<file path="config.mk">
export PLATFORM = sky130hd
export DESIGN_NAME = uart_rx_deserializer
export DESIGN_NICKNAME = d
export VERILOG_FILES = /design/src/rtl/uart_pkg.sv /design/src/rtl/sync_2ff.sv /design/src/rtl/uart_rx_deserializer.sv
export SDC_FILE = /design/constraint.sdc
export NUM_CORES = 1
export LEC_CHECK = 0
export BUFFER_PORTS_ARGS = -buffer_cell sky130_fd_sc_hd__buf_2
export CELL_PAD_IN_SITES_DETAIL_PLACEMENT = 0
export CELL_PAD_IN_SITES_GLOBAL_PLACEMENT = 1
export CORE_MARGIN = 5
export CORE_UTILIZATION = 37
export DETAILED_ROUTE_END_ITERATION = 16
export MAX_ROUTING_LAYER = met4
export PLACE_DENSITY = 0.62
export SLEW_MARGIN = 20
export SYNTH_ARGS = -nofsm -noshare
export SYNTH_HDL_FRONTEND = slang
export SYNTH_SLANG_ARGS = --single-unit
</file>
<file path="constraint.sdc">
create_clock -name clk_rx -period 2.09 [get_ports clk_rx]
set_input_delay 0.209 -clock clk_rx [delete_from_list [all_inputs] [get_ports clk_rx]]
set_output_delay 0.209 -clock clk_rx [all_outputs]
set_load 0.03 [all_outputs]
</file>
<file path="src/rtl/uart_pkg.sv">
// Shared UART definitions: state encoding common to the transmitter and
// receiver (so debug probes read the same on both ends), data width and
// default oversampling ratio.
package uart_pkg;

   localparam int UART_DATA_W  = 8;
   localparam int CLKS_PER_BIT = 16;

   typedef enum logic [1:0] {
      IDLE  = 2'b00,
      START = 2'b01,
      DATA  = 2'b10,
      STOP  = 2'b11
   } uart_state_e;

endpackage

</file>
<file path="src/rtl/sync_2ff.sv">
// Two-flop synchronizer for asynchronous inputs. The reset value is a
// parameter so idle-high lines (e.g. UART Rx) come out of reset idle.
module sync_2ff #(
   parameter int           W       = 1,
   parameter logic [W-1:0] RST_VAL = '0
) (
   input  logic         clk,
   input  logic         rst_n,
   input  logic [W-1:0] d,
   output logic [W-1:0] q
);

   logic [W-1:0] meta;

   // Two back-to-back flops; only q is safe to use downstream.
   always_ff @(posedge clk or negedge rst_n) begin
      if (!rst_n) begin
         meta <= RST_VAL;
         q    <= RST_VAL;
      end else begin
         meta <= d;
         q    <= meta;
      end
   end

endmodule

</file>
<file path="src/rtl/uart_rx_deserializer.sv">
// UART receiver: oversamples Rx with clk_rx, recovers 8N1 frames and holds
// the last good byte in data_out until the consumer pulses rd_en.
// Optional build macro RX_PARITY_EN switches the frame to 8E1 and adds the
// parity_err output.
module uart_rx_deserializer
   import uart_pkg::*;
#(
   parameter int  CLKS_PER_BIT = uart_pkg::CLKS_PER_BIT,
   localparam int CNT_W        = $clog2(CLKS_PER_BIT)
) (
   input  logic                   clk_rx,
   input  logic                   rst_n,
   input  logic                   Rx,
   input  logic                   rd_en,
   output logic [UART_DATA_W-1:0] data_out,
   output logic                   data_valid,
   output logic                   Rx_busy,
   output logic                   frame_err,
`ifdef RX_PARITY_EN
   output logic                   parity_err,
`endif
   output logic                   overrun,
   output logic [1:0]             state_out
);

`ifdef RX_PARITY_EN
   localparam int FRAME_BITS = UART_DATA_W + 1;  // data plus even parity
   localparam int IDX_W      = 4;
`else
   localparam int FRAME_BITS = UART_DATA_W;
   localparam int IDX_W      = 3;
`endif

   localparam logic [CNT_W-1:0] HALF_M1  = CNT_W'(CLKS_PER_BIT/2 - 1);
   localparam logic [CNT_W-1:0] FULL_M1  = CNT_W'(CLKS_PER_BIT - 1);
   localparam logic [IDX_W-1:0] LAST_IDX = IDX_W'(FRAME_BITS - 1);

   uart_state_e             state, state_nxt;
   logic [CNT_W-1:0]        cnt, cnt_nxt;
   logic [IDX_W-1:0]        bit_idx, idx_nxt;
   logic [FRAME_BITS-1:0]   sh, sh_nxt;
   logic                    rx_s;
   logic                    stop_smp;
   logic                    frame_bad, par_bad, byte_ok, load, drop;

   sync_2ff #(.W(1), .RST_VAL(1'b1)) u_sync_rx (
      .clk   (clk_rx),
      .rst_n (rst_n),
      .d     (Rx),
      .q     (rx_s)
   );

   // FSM and bit-timing state registers.
   always_ff @(posedge clk_rx or negedge rst_n) begin
      if (!rst_n) begin
         state   <= IDLE;
         cnt     <= '0;
         bit_idx <= '0;
         sh      <= '0;
      end else begin
         state   <= state_nxt;
         cnt     <= cnt_nxt;
         bit_idx <= idx_nxt;
         sh      <= sh_nxt;
      end
   end

   // Next state, bit-period counting and LSB-first shifting.
   always_comb begin
      state_nxt = state;
      cnt_nxt   = cnt;
      idx_nxt   = bit_idx;
      sh_nxt    = sh;
      stop_smp  = 1'b0;
      case (state)
         IDLE: begin
            if (!rx_s) begin
               cnt_nxt   = '0;
               state_nxt = START;
            end
         end
         START: begin
            // Re-check the line at mid start bit; high means a glitch.
            if (cnt == HALF_M1) begin
               cnt_nxt = '0;
               if (!rx_s) begin
                  idx_nxt   = '0;
                  state_nxt = DATA;
               end else begin
                  state_nxt = IDLE;
               end
            end else begin
               cnt_nxt = cnt + CNT_W'(1);
            end
         end
         DATA: begin
            if (cnt == FULL_M1) begin
               cnt_nxt = '0;
               sh_nxt  = {rx_s, sh[FRAME_BITS-1:1]};
               idx_nxt = bit_idx + IDX_W'(1);
               if (bit_idx == LAST_IDX) state_nxt = STOP;
            end else begin
               cnt_nxt = cnt + CNT_W'(1);
            end
         end
         STOP: begin
            // Leave at mid stop bit so a following start edge is not missed.
            if (cnt == FULL_M1) begin
               cnt_nxt   = '0;
               stop_smp  = 1'b1;
               state_nxt = IDLE;
            end else begin
               cnt_nxt = cnt + CNT_W'(1);
            end
         end
         default: state_nxt = IDLE;
      endcase
   end

   // Frame disposition at the stop sample: frame error beats parity error.
   assign frame_bad = stop_smp & ~rx_s;
`ifdef RX_PARITY_EN
   assign par_bad   = stop_smp & rx_s & (^sh);
`else
   assign par_bad   = 1'b0;
`endif
   assign byte_ok   = stop_smp & rx_s & ~par_bad;
   assign load      = byte_ok & ~data_valid;
   assign drop      = byte_ok &  data_valid;

   // Output holding register, handshake and error flags; a load beats rd_en.
   always_ff @(posedge clk_rx or negedge rst_n) begin
      if (!rst_n) begin
         data_out   <= '0;
         data_valid <= 1'b0;
         overrun    <= 1'b0;
         frame_err  <= 1'b0;
      end else begin
         frame_err <= frame_bad;
         if (load) begin
            data_out   <= sh[UART_DATA_W-1:0];
            data_valid <= 1'b1;
            overrun    <= 1'b0;
         end else begin
            if (rd_en) data_valid <= 1'b0;
            if (drop)       overrun <= 1'b1;
            else if (rd_en) overrun <= 1'b0;
         end
      end
   end

`ifdef RX_PARITY_EN
   // Parity error pulse lines up with where data_valid would have risen.
   always_ff @(posedge clk_rx or negedge rst_n) begin
      if (!rst_n) parity_err <= 1'b0;
      else        parity_err <= par_bad;
   end
`endif

   assign Rx_busy   = (state != IDLE);
   assign state_out = state;

endmodule

</file>
Word level (Yosys, flattened, before mapping)
Index checks and enable logic that the tools add are counted.
- register bits: 30
- input bits: 4
- output and inout port bits: 14
- $add $sub $neg: 2
- equality and inequality tests: 12
- mux-type cells: 21
- bitwise gates (word level): 6
- reductions and logical operators: 9
- operator list (kind ; number):
    $mux W2 ; 6
    $mux W4 ; 3
    $ne A2 B2 Y1 const B ; 6
    $pmux W4 S3 ; 1
    $mux W3 ; 3
    $pmux W2 S4 ; 1
    $mux W1 ; 6
    $pmux W3 S2 ; 1
    $reduce_bool A2 Y1 ; 3
    $reduce_and A5 Y1 ; 1
    $add A4 B1 Y4 const B ; 1
    $and A1 B1 Y1 ; 4
    $eq A2 B2 Y1 const B ; 2
    $eq A4 B3 Y1 const B ; 1
    $eq A4 B4 Y1 const B ; 1
    $reduce_and A4 Y1 ; 1
    $add A3 B1 Y3 const B ; 1
    $eq A3 B3 Y1 const B ; 1
    $reduce_bool A3 Y1 ; 1
    $eq A2 B1 Y1 const B ; 1
    $logic_not A2 Y1 ; 1
    $not A1 Y1 ; 2
    $reduce_and A2 Y1 ; 1
    $reduce_or A2 Y1 ; 1

Longest topological paths before layout
- word-level depth: 7
- depth in mapped cells: 5
- gate-level depth less buffers: 5

Cells and area by module
Synthesis repeated with hierarchy kept, for this count alone.
- cells, all modules: 104
- area, all modules: 1327.5 sq um
- by module, submodules not included (module ; instances ; cells an instance ; area each (sq um)):
    uart_rx_deserializer ; 1 ; 102 ; 1275.0
    sync_2ff ; 1 ; 2 ; 52.6

Least setup slack after synthesis
OpenSTA, ideal clock, no wires.
- path kind: register to register
- start: register cnt[0]
- end: register data_out[0]
- library setup time: 0.125 ns
- data arrival time: 1.487 ns
- required time: 1.965 ns
- path slack: 0.478 ns
- cell stages (with the launch flop): 5
- path buffers: 0
- period minus slack after synthesis: 1.612 ns
- path through: dfrtp_1 -> ha_1 -> nand4_4 -> nor3_4 -> mux2_2
- word-level cells in the longest chain between the ends: 5
- ends and longest elaborated chain (item ; line ; text):
    from (decl) ; uart_rx_deserializer.sv:39 ; logic [CNT_W-1:0] cnt, cnt_nxt;
    from (signal assigned) ; uart_rx_deserializer.sv:62 ; cnt <= cnt_nxt;
    $eq A4 B4 Y1 ; uart_rx_deserializer.sv:108 ; if (cnt == FULL_M1) begin
    $mux W1 ; uart_rx_deserializer.sv:108 ;
    $mux W1 ; uart_rx_deserializer.sv:75 ; case (state)
    $and A1 B1 Y1 ; uart_rx_deserializer.sv:127 ; assign byte_ok = stop_smp & rx_s & ~par_bad;
    $and A1 B1 Y1 ; uart_rx_deserializer.sv:128 ; assign load = byte_ok & ~data_valid;
    to (signal assigned) ; uart_rx_deserializer.sv:141 ; data_out <= sh[UART_DATA_W-1:0];
    to (decl) ; uart_rx_deserializer.sv:15 ; output logic [UART_DATA_W-1:0] data_out,
Every way passes these cells.
A chain may end at the register's enable or synchronous reset.

Final worst setup path
- start: register cnt[0]
- end: register data_out[5]
The elaborated chain is that of the path after synthesis.

==> key figures <==
Timing
  – Tightest Pin Transition: 0.644 ns
  – Final Max Slew Viols: 0
  – Slack of the critical path: 0.292 ns
  – Hold Fails Final Rpt: 0
  – Tcrit/Tclk final: between 80% and 90%
  – Setup Viol. Count Final: 0
  – Setup TNS: 0 ns
  – RSZ-0062 raised after global routing: no
  – Slew HR: a little under three fifths
  – Final Critical Period: around 1.8 ns
  – Achievable Freq: 556 MHz
  – Fin Clk Skew: 0.00502 ns

CTS
  – CTS tree: yes
  – TritonCTS Buffers: 5
  – CTS root buf: clkbuf_4
  – Clock transition at path regs: about 0.090 ns
  – Clock Sinks: 30
  – Clk buf depth: 2
  – Max H-tree Level: 2
  – Clock latency on the worst-skew pair: about 0.32 ns
  – Cts repair resizes: 0

Synthesis
  – Synth warnings: 0
  – Post-synthesis cell count: around 100
  – Register bit total from synthesis: 30
  – Sequential area share after synthesis: 56.7%
  – Number of flops mapped to enable cells by yosys: 0
  – Top cells by area, synth: dfrtp_1 (53%), mux2_2 (15%), dfstp_2 (4.0%)
  – Synth area leader: dfrtp_1
  – Area share of the largest cell type after synthesis: 52.8%
  – Post-synth ARST share: 100%
  – Synth Net Count: about 110
  – Post-synth top flop: dfrtp_1
  – Avg Inst Size Synth: around 13 µm²
  – Post-synth design cell area: about 1300 µm²
  – Netlist cell types: 30

Placed design
  – Final RePlAce weighted congestion: 0.809
  – Final HPWL DP: 1660 µm
  – Pre-CTS WS: between 0.2 and 0.3 ns
  – Count of input and output buffers: 17

Cells and area
  – Area growth, synth to finish: 18.8%
  – Share of post-route cells with drive strength above 1: a little over 40%
  – Fillers: 315
  – Nets@finish: 136
  – Diode count: 0

Floorplan
  – Starting Density: a little under 40%
  – IO Count: 18
  – Die area: roughly 5000 µm²
  – Core footprint: between 3000 and 4000 µm²
  – Height of the die: 69.9 µm
  – FP Rows: 21
  – Die Width: between 60 and 70 µm

Setup path
  – Worst setup path start: cnt[0]$_DFFE_PN0P_
  – Critical Path RT: 2.30 ns
  – Worst setup SP type: flop
  – Crit-path cells: ha_1 -> nand4_4 -> nor3_4 -> mux2_2
  – Slowest cell on crit path: nor3_4
  – Crit-path max FO: 9
  – Worst flop-to-flop path startpoint: cnt[0]$_DFFE_PN0P_
  – R2R Path End: data_out[5]$_DFFE_PN0P_
  – CP Buf/Inv Count: 0
  – CP Depth: 4
  – Worst r2r path cells: 4
  – CP top delay family: simple AND/OR/NAND/NOR gates
  – Crit path capture type: flop
  – Setup crit end: data_out[5]$_DFFE_PN0P_
  – Flop-to-flop setup slack: 0.29 ns
  – Setup Crit Path Kind: flop to flop
  – Max incr delay on CP: 0.44 ns
  – Critical path arrival: ~2.0 ns

Route
  – Via-per-instance ratio: roughly 4.9
  – Vias: between 800 and 900
  – Post-DRT Antenna Nets: 0
  – Drc violations: 0
  – Routed WL: roughly 2400 µm
  – DRC marker count from the first detailed-route iteration: between 70 and 80
  – Wirelength per Cell: 13.5 µm
  – DRT Pass-1 Iters: 4

Global route
  – Met2 usage: between 10% and 20%
  – Gr usage total: 11.8%
  – Vias in the first global route: ~900
  – Total congestion overflow: 0
  – First-pass GRT wire length: approximately 4400 µm
  – Gr busiest metal: met1
  – Initial antenna violation count: 0
  – M3 GR Usage: under 10%
  – GRT met1 Usage: 15.8%
  – Largest net degree at the start of global routing: 31

Job
  – Maxcap violations: 0

Hold path
  – Hold WC Path Type: input pin to flop
  – Hold path start: rd_en

Pwr
  – P per Cell Area: approximately 1100 nW/µm²
  – Peak VDD IR: 0.000327 V
  – Leakage Power: roughly 0.00080 µW

Outcome
  – Status: finished, final reports clean
## area by class of cell
| class | instances | area, µm² | share of cell area, % |
|---|---|---|---|
| flip-flops and latches | 30 | 753 | 47.7 |
| multi-input cells | 61 | 520 | 33.0 |
| repair buffers | 23 | 135 | 8.56 |
| well taps | 46 | 57.6 | 3.65 |
| clock buffers | 6 | 51.3 | 3.25 |
| clock inverters | 1 | 30.0 | 1.90 |
| inverters | 8 | 30.0 | 1.90 |
## where the power goes
part	switching (µW)	internal, µW	leakage (µW)
combinational	270	187	0.000358
clock	187	278	0.0000443
sequential	92.0	660	0.000397
total	549	1130	0.000800
## layout by cell type, fill, tap and decap left out, types with 2 or more instances in the layout
cell type / instances
a22o_1: 2
buf_2: 17
buf_4: 4
clkbuf_4: 5
dfrtp_1: 28
dfstp_2: 2
dlygate4sd3_1: 2
ha_1: 3
inv_1: 8
mux2_2: 18
mux2i_1: 3
nand2_1: 3
nand3_1: 4
nor2_1: 4
nor2b_1: 2
o21ai_0: 7
## worst min path at each step
stage,endpoint,depth (start not counted)
floorplan,asynchronous set/reset pin,0
global placement,frame_err$_DFF_PN0_,1
detailed placement,cnt[3]$_DFFE_PN0P_,1
CTS,data_valid$_DFFE_PN0P_,3
global route,data_valid$_DFFE_PN0P_,3
finish,data_valid$_DFFE_PN0P_,3
## through the flow
| step | hold WS (ns) | cell area, µm² | std cells | power [µW] | util (%) |
|---|---|---|---|---|---|
| final | 0.164 | 1580 | 175 | 1670 | 46.2 |
| after floorplan | -0.0866 | 1330 | 104 | 1090 | - |
| after detailed placement | 0.277 | 1480 | 166 | 1220 | 43.2 |
| after global placement | 0.270 | 1480 | 166 | 1220 | 43.2 |
| after global routing | 0.149 | 1580 | 175 | 1810 | 46.2 |
| after CTS | 0.150 | 1580 | 175 | 1700 | 46.2 |
## synthesized netlist by cell type, types with 2 or more instances
master and number:
nand3_1 4, a22o_1 2, o21ai_0 7, mux2i_1 3
ha_1 3, buf_2 3, dfstp_2 2, dfrtp_1 28
nand2_1 3, nor2_1 4, nor2b_1 2, mux2_2 18
inv_1 8
## cell families after synthesis
| logic type | Yosys count | synth area share, % |
|---|---|---|
| mux | 21 | 17.5 |
| flops | 30 | 56.7 |
| simple gates | 20 | 10.2 |
| buf+inv | 13 | 4.05 |
| fa+ha+maj | 3 | 2.83 |
| compound gates | 17 | 8.67 |
## registers in the layout, indices dropped and copies added, names as in the netlist, named ones only
name / flops
bit_idx: 3
u_sync_rx.meta: 1
u_sync_rx.q: 1
overrun: 1
cnt: 4
data_valid: 1
frame_err: 1
data_out: 8
sh: 8
state_out: 1
## worst min-delay path, delay by kind of cell
kind / cells / cell delay, ns
buf+inv: 2 / 0.14
compound gates: 1 / 0.10
## metal layers
metal  part of all wire [%]  vias up
met5                      0        -
met4                      0        0
met3                    4.9        0
met2                     46       18
met1                     49      415
li1                       -      419
## timing repair
| item | in CTS | in global routing |
|---|---|---|
| buffers inserted | 0 | 0 |
| hold buffers | 2 | 0 |
| hold endpoints to repair | 29 | 0 |
No activity file was read; power rests on OpenSTA's default activity.
